[src/rtl/cordic_pkg.sv]
// Shared Q2.30 type, CORDIC constants and float<->fixed conversion helpers for cordic_cos_fp.
// The optional range check (macro CORDIC_RANGE_CHECK_EN) lives in the top module.
package cordic_pkg;

   typedef logic signed [31:0] q2_30_t;

   localparam logic [31:0] CORDIC_K  = 32'h26DD3B6A;
   localparam logic [31:0] FP_QNAN   = 32'h7FC00000;
   localparam logic [31:0] FP_ONE    = 32'h3F800000;
   localparam logic [31:0] FP_CLAMP  = 32'h3FC00000;
   localparam logic [31:0] FIX_CLAMP = 32'h60000000;

   // atan(2^-i) in Q2.30, i = 0..31
   localparam logic [31:0] ATAN_ROM [32] = '{
      32'h3243F6A8, 32'h1DAC6705, 32'h0FADBAFC, 32'h07F56EA6,
      32'h03FEAB76, 32'h01FFD55B, 32'h00FFFAAA, 32'h007FFF55,
      32'h003FFFEA, 32'h001FFFFD, 32'h000FFFFF, 32'h0007FFFF,
      32'h0003FFFF, 32'h0001FFFF, 32'h0000FFFF, 32'h00007FFF,
      32'h00003FFF, 32'h00001FFF, 32'h00000FFF, 32'h000007FF,
      32'h000003FF, 32'h000001FF, 32'h000000FF, 32'h0000007F,
      32'h0000003F, 32'h0000001F, 32'h0000000F, 32'h00000008,
      32'h00000004, 32'h00000002, 32'h00000001, 32'h00000000
   };

   // NaN and Inf have an all-ones exponent, so a magnitude compare catches them too.
   function automatic logic float_out_of_range(input logic [31:0] f);
      return f[30:0] > FP_CLAMP[30:0];
   endfunction

   function automatic logic [31:0] float_to_fixed(input logic [31:0] f);
      logic [7:0]  e;
      logic [31:0] mant;
      logic [31:0] mag;
      e    = f[30:23];
      mant = {8'h00, 1'b1, f[22:0]};
      mag  = '0;
      if (float_out_of_range(f)) begin
         mag = FIX_CLAMP;
      end else if (e >= 8'd120) begin
         mag = mant << (e - 8'd120);
      end else if (e >= 8'd97) begin
         mag = mant >> (8'd120 - e);
      end
      return mag;
   endfunction

   function automatic logic [31:0] fixed_to_float(input q2_30_t x);
      logic [4:0]  lead;
      logic [31:0] norm;
      logic [31:0] f;
      lead = '0;
      for (int b = 0; b < 31; b++) begin
         if (x[b]) lead = 5'(b);
      end
      norm = x << (5'd31 - lead);
      f    = '0;
      if (x > 0) f = {1'b0, {3'b000, lead} + 8'd97, norm[30:8]};
      return f;
   endfunction

endpackage

[src/rtl/cordic_iter.sv]
// One combinational rotation-mode CORDIC micro-rotation at shift index `shift`.
module cordic_iter
   import cordic_pkg::*;
(
   input  q2_30_t     x,
   input  q2_30_t     y,
   input  q2_30_t     z,
   input  logic [4:0] shift,
   output q2_30_t     x_next,
   output q2_30_t     y_next,
   output q2_30_t     z_next
);

   q2_30_t x_shr;
   q2_30_t y_shr;
   q2_30_t atan_i;

   assign x_shr  = x >>> shift;
   assign y_shr  = y >>> shift;
   assign atan_i = q2_30_t'(ATAN_ROM[shift]);

   always_comb begin
      if (z >= 0) begin
         x_next = x - y_shr;
         y_next = y + x_shr;
         z_next = z - atan_i;
      end else begin
         x_next = x + y_shr;
         y_next = y - x_shr;
         z_next = z + atan_i;
      end
   end

endmodule

[src/rtl/cordic_cos_fp.sv]
// Pipelined float32 cosine: float->Q2.30 entry, CORDIC rotation stages, Q2.30->float exit.
// Define CORDIC_RANGE_CHECK_EN to return quiet NaN for NaN/Inf/|x| > 1.5 instead of clamping.
module cordic_cos_fp
   import cordic_pkg::*;
#(
   parameter int unsigned ITERATIONS      = 14,
   parameter int unsigned ITERS_PER_STAGE = 2
) (
   input  logic        clock,
   input  logic        aclr,
   input  logic        clk_en,
   input  logic        start,
   input  logic [31:0] dataa,
   output logic [31:0] result,
   output logic        done
);

   localparam int unsigned STAGES  = ITERATIONS / ITERS_PER_STAGE;
   localparam int unsigned LATENCY = 2 + STAGES;

   q2_30_t            x_q [STAGES+1];
   q2_30_t            y_q [STAGES+1];
   q2_30_t            z_q [STAGES+1];
   q2_30_t            x_d [1:STAGES];
   q2_30_t            y_d [1:STAGES];
   q2_30_t            z_d [1:STAGES];
   logic [LATENCY-1:0] valid_q;
   logic [31:0]       result_q;
   logic [31:0]       result_d;
   q2_30_t            z_init;

   assign z_init = dataa[31] ? -q2_30_t'(float_to_fixed(dataa)) : q2_30_t'(float_to_fixed(dataa));

   for (genvar s = 1; s <= STAGES; s++) begin : g_stage
      q2_30_t xc [ITERS_PER_STAGE+1];
      q2_30_t yc [ITERS_PER_STAGE+1];
      q2_30_t zc [ITERS_PER_STAGE+1];

      assign xc[0] = x_q[s-1];
      assign yc[0] = y_q[s-1];
      assign zc[0] = z_q[s-1];

      for (genvar k = 0; k < ITERS_PER_STAGE; k++) begin : g_iter
         localparam int unsigned SHIFT = (s - 1) * ITERS_PER_STAGE + k;
         cordic_iter u_iter (
            .x      (xc[k]),
            .y      (yc[k]),
            .z      (zc[k]),
            .shift  (5'(SHIFT)),
            .x_next (xc[k+1]),
            .y_next (yc[k+1]),
            .z_next (zc[k+1])
         );
      end

      assign x_d[s] = xc[ITERS_PER_STAGE];
      assign y_d[s] = yc[ITERS_PER_STAGE];
      assign z_d[s] = zc[ITERS_PER_STAGE];
   end

`ifdef CORDIC_RANGE_CHECK_EN
   logic [STAGES:0] oor_q;

   always_ff @(posedge clock or negedge aclr) begin
      if (!aclr) begin
         oor_q <= '0;
      end else if (clk_en) begin
         oor_q <= {oor_q[STAGES-1:0], float_out_of_range(dataa)};
      end
   end

   assign result_d = oor_q[STAGES] ? FP_QNAN : fixed_to_float(x_q[STAGES]);
`else
   assign result_d = fixed_to_float(x_q[STAGES]);
`endif

   always_ff @(posedge clock or negedge aclr) begin
      if (!aclr) begin
         for (int s = 0; s <= STAGES; s++) begin
            x_q[s] <= '0;
            y_q[s] <= '0;
            z_q[s] <= '0;
         end
         valid_q  <= '0;
         result_q <= '0;
      end else if (clk_en) begin
         x_q[0] <= q2_30_t'(CORDIC_K);
         y_q[0] <= '0;
         z_q[0] <= z_init;
         for (int s = 1; s <= STAGES; s++) begin
            x_q[s] <= x_d[s];
            y_q[s] <= y_d[s];
            z_q[s] <= z_d[s];
         end
         valid_q <= {valid_q[LATENCY-2:0], start};
         // Only qualifying outputs update result, so it stays 0 until the first done.
         if (valid_q[LATENCY-2]) result_q <= result_d;
      end
   end

   assign result = result_q;
   assign done   = valid_q[LATENCY-1];

endmodule

[config.mk]
export PLATFORM = sky130hd
export DESIGN_NAME = cordic_cos_fp
export DESIGN_NICKNAME = d
export VERILOG_FILES = /design/src/rtl/cordic_pkg.sv /design/src/rtl/cordic_iter.sv /design/src/rtl/cordic_cos_fp.sv
export SDC_FILE = /design/constraint.sdc
export NUM_CORES = 2
export LEC_CHECK = 0
export CAP_MARGIN = 10
export CORE_MARGIN = 5
export CORE_UTILIZATION = 30
export DETAILED_ROUTE_END_ITERATION = 12
export PLACE_DENSITY = 0.52
export SLEW_MARGIN = 10
export SYNTH_ARGS = -nofsm -noshare
export SYNTH_HDL_FRONTEND = slang
export SYNTH_SLANG_ARGS = --single-unit
[constraint.sdc]
create_clock -name clock -period 13 [get_ports clock]
set_input_delay 1.95 -clock clock [delete_from_list [all_inputs] [get_ports clock]]
set_output_delay 1.95 -clock clock [all_outputs]
set_load 0.02 [all_outputs]
==> impl_metrics.env <==
export IMPL_status="finished clean"
export IMPL_relSlewSlack=0.2287
export IMPL_path_max_fanout=77
export IMPL_worstMarginPinSlew_ns=1.148
export IMPL_worstSetupEndpoint="g_stage[4].xc[93]"
export IMPL_maxSlewViolCount=0
export IMPL_die_y_um=574.9
export IMPL_fin_crit_ns=9.214
export IMPL_antenna_found_initial=2
export IMPL_utilization=0.3262
export IMPL_cts_setup_buffers=0
export IMPL_grt_max_degree=150
export IMPL_syn_cell_area_um2=95740
export IMPL_ant_nets=0
export IMPL_finalSetupTns_ns=0
export IMPL_synth_area_leaders="dfrtp_1, ha_1, xnor2_1"
export IMPL_htreeDepth=3
export IMPL_final_cell_mix="ha_1, a21oi_1, xnor2_1"
export IMPL_clk_pin_slew_ns=0.06
export IMPL_final_common_cell="ha_1"
export IMPL_crit_required_ns=13.59
export IMPL_synth_cell_types=147
export IMPL_dpl_hpwl_um=240800
export IMPL_via_count=88042
export IMPL_drive_above_1_share=0.07310
export IMPL_yosysWarningCount=0
export IMPL_ys_flop_type="dfrtp_1"
export IMPL_syn_avg_cell_area_um2=7.933
export IMPL_synth_top_area_cell="dfrtp_1"
export IMPL_min_path_type="reg2reg"
export IMPL_setup_violations=0
export IMPL_cp_arrival_ns=9.80
export IMPL_io_pins=69
export IMPL_fin_area_um2=103700
export IMPL_gp_congestion=0.8903
export IMPL_grt_pass1_wl_um=471800
export IMPL_start_kind="register"
export IMPL_reg2reg_depth=27
export IMPL_gr_total_overflow=0
export IMPL_cp_end_kind="register"
export IMPL_std_cell_rows=207
export IMPL_cts_tree="done"
export IMPL_wl_um=299900
export IMPL_ys_async_sr_fraction=1.000
export IMPL_path_class="reg2reg"
export IMPL_fmax_mhz=108.5
export IMPL_reg2reg_from="g_stage[3].zc[95]"
export IMPL_clock_path_buffers=3
export IMPL_r2r_slack_ns=3.79
export IMPL_viasPerCell=5.456
export IMPL_dpl_cell_area_um2=100600
export IMPL_root_buffer="clkbuf_16"
export IMPL_fillers=34062
export IMPL_seq_area_frac_synth=0.1649
export IMPL_clk_latency_ns=0.73
export IMPL_cts_sinks=631
export IMPL_drt_iter0_drc=6229
export IMPL_syn_num_nets=13230
export IMPL_grt_use_total=0.1720
export IMPL_fp_coreArea_um2=317800
export IMPL_start_util=0.3013
export IMPL_area_growth_pct=8.287
export IMPL_ys_ff_latch=631
export IMPL_period_share=0.7088
export IMPL_reg2reg_to="g_stage[4].xc[93]"
export IMPL_worst_clock_skew_ns=0.05196
export IMPL_ctsResizeCount=0
export IMPL_ctsHoldBuffers=0
export IMPL_post_drt_wl_per_cell_um=18.58
export IMPL_hp_start="result[28]"
export IMPL_drtPass1Iterations=8
export IMPL_finalHoldViolCount=0
export IMPL_netlist_instances=12068
export IMPL_cp_startpoint="g_stage[3].zc[95]"
export IMPL_synth_top_area_share=0.1649
export IMPL_io_buffers=67
export IMPL_fin_nets=13049
export IMPL_rsz0062_at_grt="false"
export IMPL_synth_edf_count=0
export IMPL_drv_cap=0
export IMPL_post_route_drc_count=0
export IMPL_dieArea_um2=330500
export IMPL_cts_made_buffers=85
export IMPL_grt_pass1_vias=82765
export IMPL_die_x_um=574.9
-- cell families (layout without fill, tap and decap cells) --
kind of cell,count (synthesis),after routing,synth area share
compound gates,3906,3906,0.2669
simple gates,3544,3544,0.1827
xor+xnor,1409,1409,0.1295
fa+ha+maj,1132,1132,0.1503
buf+inv,877,765,0.03552
flops,631,631,0.1649
mux,568,568,0.07001
other cells,1,2,0.00003917
-- layout make-up --
class / instances / area, um2 / share of cell area
inverter: 468 / 1762 / 0.01699
timing repair buffer: 141 / 1276 / 0.01231
clock buffer: 108 / 2344 / 0.02261
antenna: 1 / 2.502 / 0.00002414
sequential: 631 / 15800 / 0.1524
tap: 4180 / 5230 / 0.05045
multi-input combinational: 10560 / 76600 / 0.7389
clock inverter: 48 / 661.9 / 0.006385
-- how the worst min path moves through the flow --
stage | slack (ns) | end | cells past startpoint
detailed placement | 0.48 | result[12] | 2
global placement | 0.46 | result[28] | 2
CTS | 0.49 | result[12] | 2
global route | 0.50 | result[21] | 2
floorplan | 0.46 | g_stage[1].zc[75] | 2
finish | 0.48 | result[28] | 2
-- per-stage QoR --
| stage | worst slack [ns] | hold WS, ns | instances |
|---|---|---|---|
| after global routing | 2.973 | 0.5004 | 16137 |
| after floorplan | 5.011 | 0.4551 | 12068 |
| after detailed placement | 3.849 | 0.4751 | 15978 |
| after global placement | 3.869 | 0.4638 | 15978 |
| final | 3.786 | 0.4827 | 16137 |
| after CTS | 3.819 | 0.4874 | 16134 |
-- cells in the mapped netlist (30+ instances only) --
cell type,number
nand3_1,268
nand3b_1,46
and2_1,110
mux4_2,45
o41ai_1,58
nor2_1,942
a211o_1,43
nor3_1,296
dfrtp_1,631
and3_1,127
mux2_2,360
o21ai_0,801
o31a_1,40
o22ai_1,53
a21o_1,321
nor2b_1,132
o211ai_1,93
o31ai_1,175
o21a_1,218
nand4_1,86
a2111oi_0,42
or3_1,149
a21boi_0,36
nor4_1,86
o21ai_1,45
fa_1,32
mux2i_1,162
xnor2_1,966
a31oi_1,161
buf_1,44
a211oi_1,160
nand2b_1,151
o2111ai_1,40
nor3b_1,30
a21oi_1,1067
clkbuf_1,334
a31o_2,39
or2_2,70
o21bai_1,103
ha_1,1094
or4_1,41
xor2_1,437
inv_1,457
nand2_1,885
a41oi_1,32
-- critical path, cell delays in order, from the launching register on --
cell	delay [ns]
dfrtp_2	0.34
buf_4	0.56
inv_1	0.65
ha_1	0.66
nand2_1	0.09
or4_1	0.59
nor4_1	0.26
a21oi_1	0.09
and3_2	0.20
buf_4	0.24
inv_2	0.42
buf_4	0.47
a21oi_1	0.10
xnor2_1	0.16
ha_1	0.37
a21o_1	0.21
a2111oi_0	0.82
nor4bb_1	0.51
nor4_1	0.13
nor4_1	0.64
a211o_1	0.26
a41oi_1	0.18
nor4_1	0.26
nor3_1	0.12
a21oi_1	0.22
o21ai_0	0.12
xor2_1	0.15
mux2_2	0.26
-- sequential cells by signal, indices dropped and copies added, names as in the netlist --
register and cells:
g_stage.zc 224, g_stage.xc 168, g_stage.yc 167, result 31
valid_q 9, x_q 32
-- routing by layer --
layer / wire (um) / global-route usage / up-vias
li1: - / - / 44462
met1: 139500 / 0.2315 / 41670
met2: 143100 / 0.2968 / 1561
met3: 8841 / 0.01174 / 347
met4: 8445 / 0.04615 / 2
met5: 13 / 0 / -
Power is left out: the tool's default activity adds up to more than one toggle a clock period on the data nets, which glitch-free logic cannot reach.
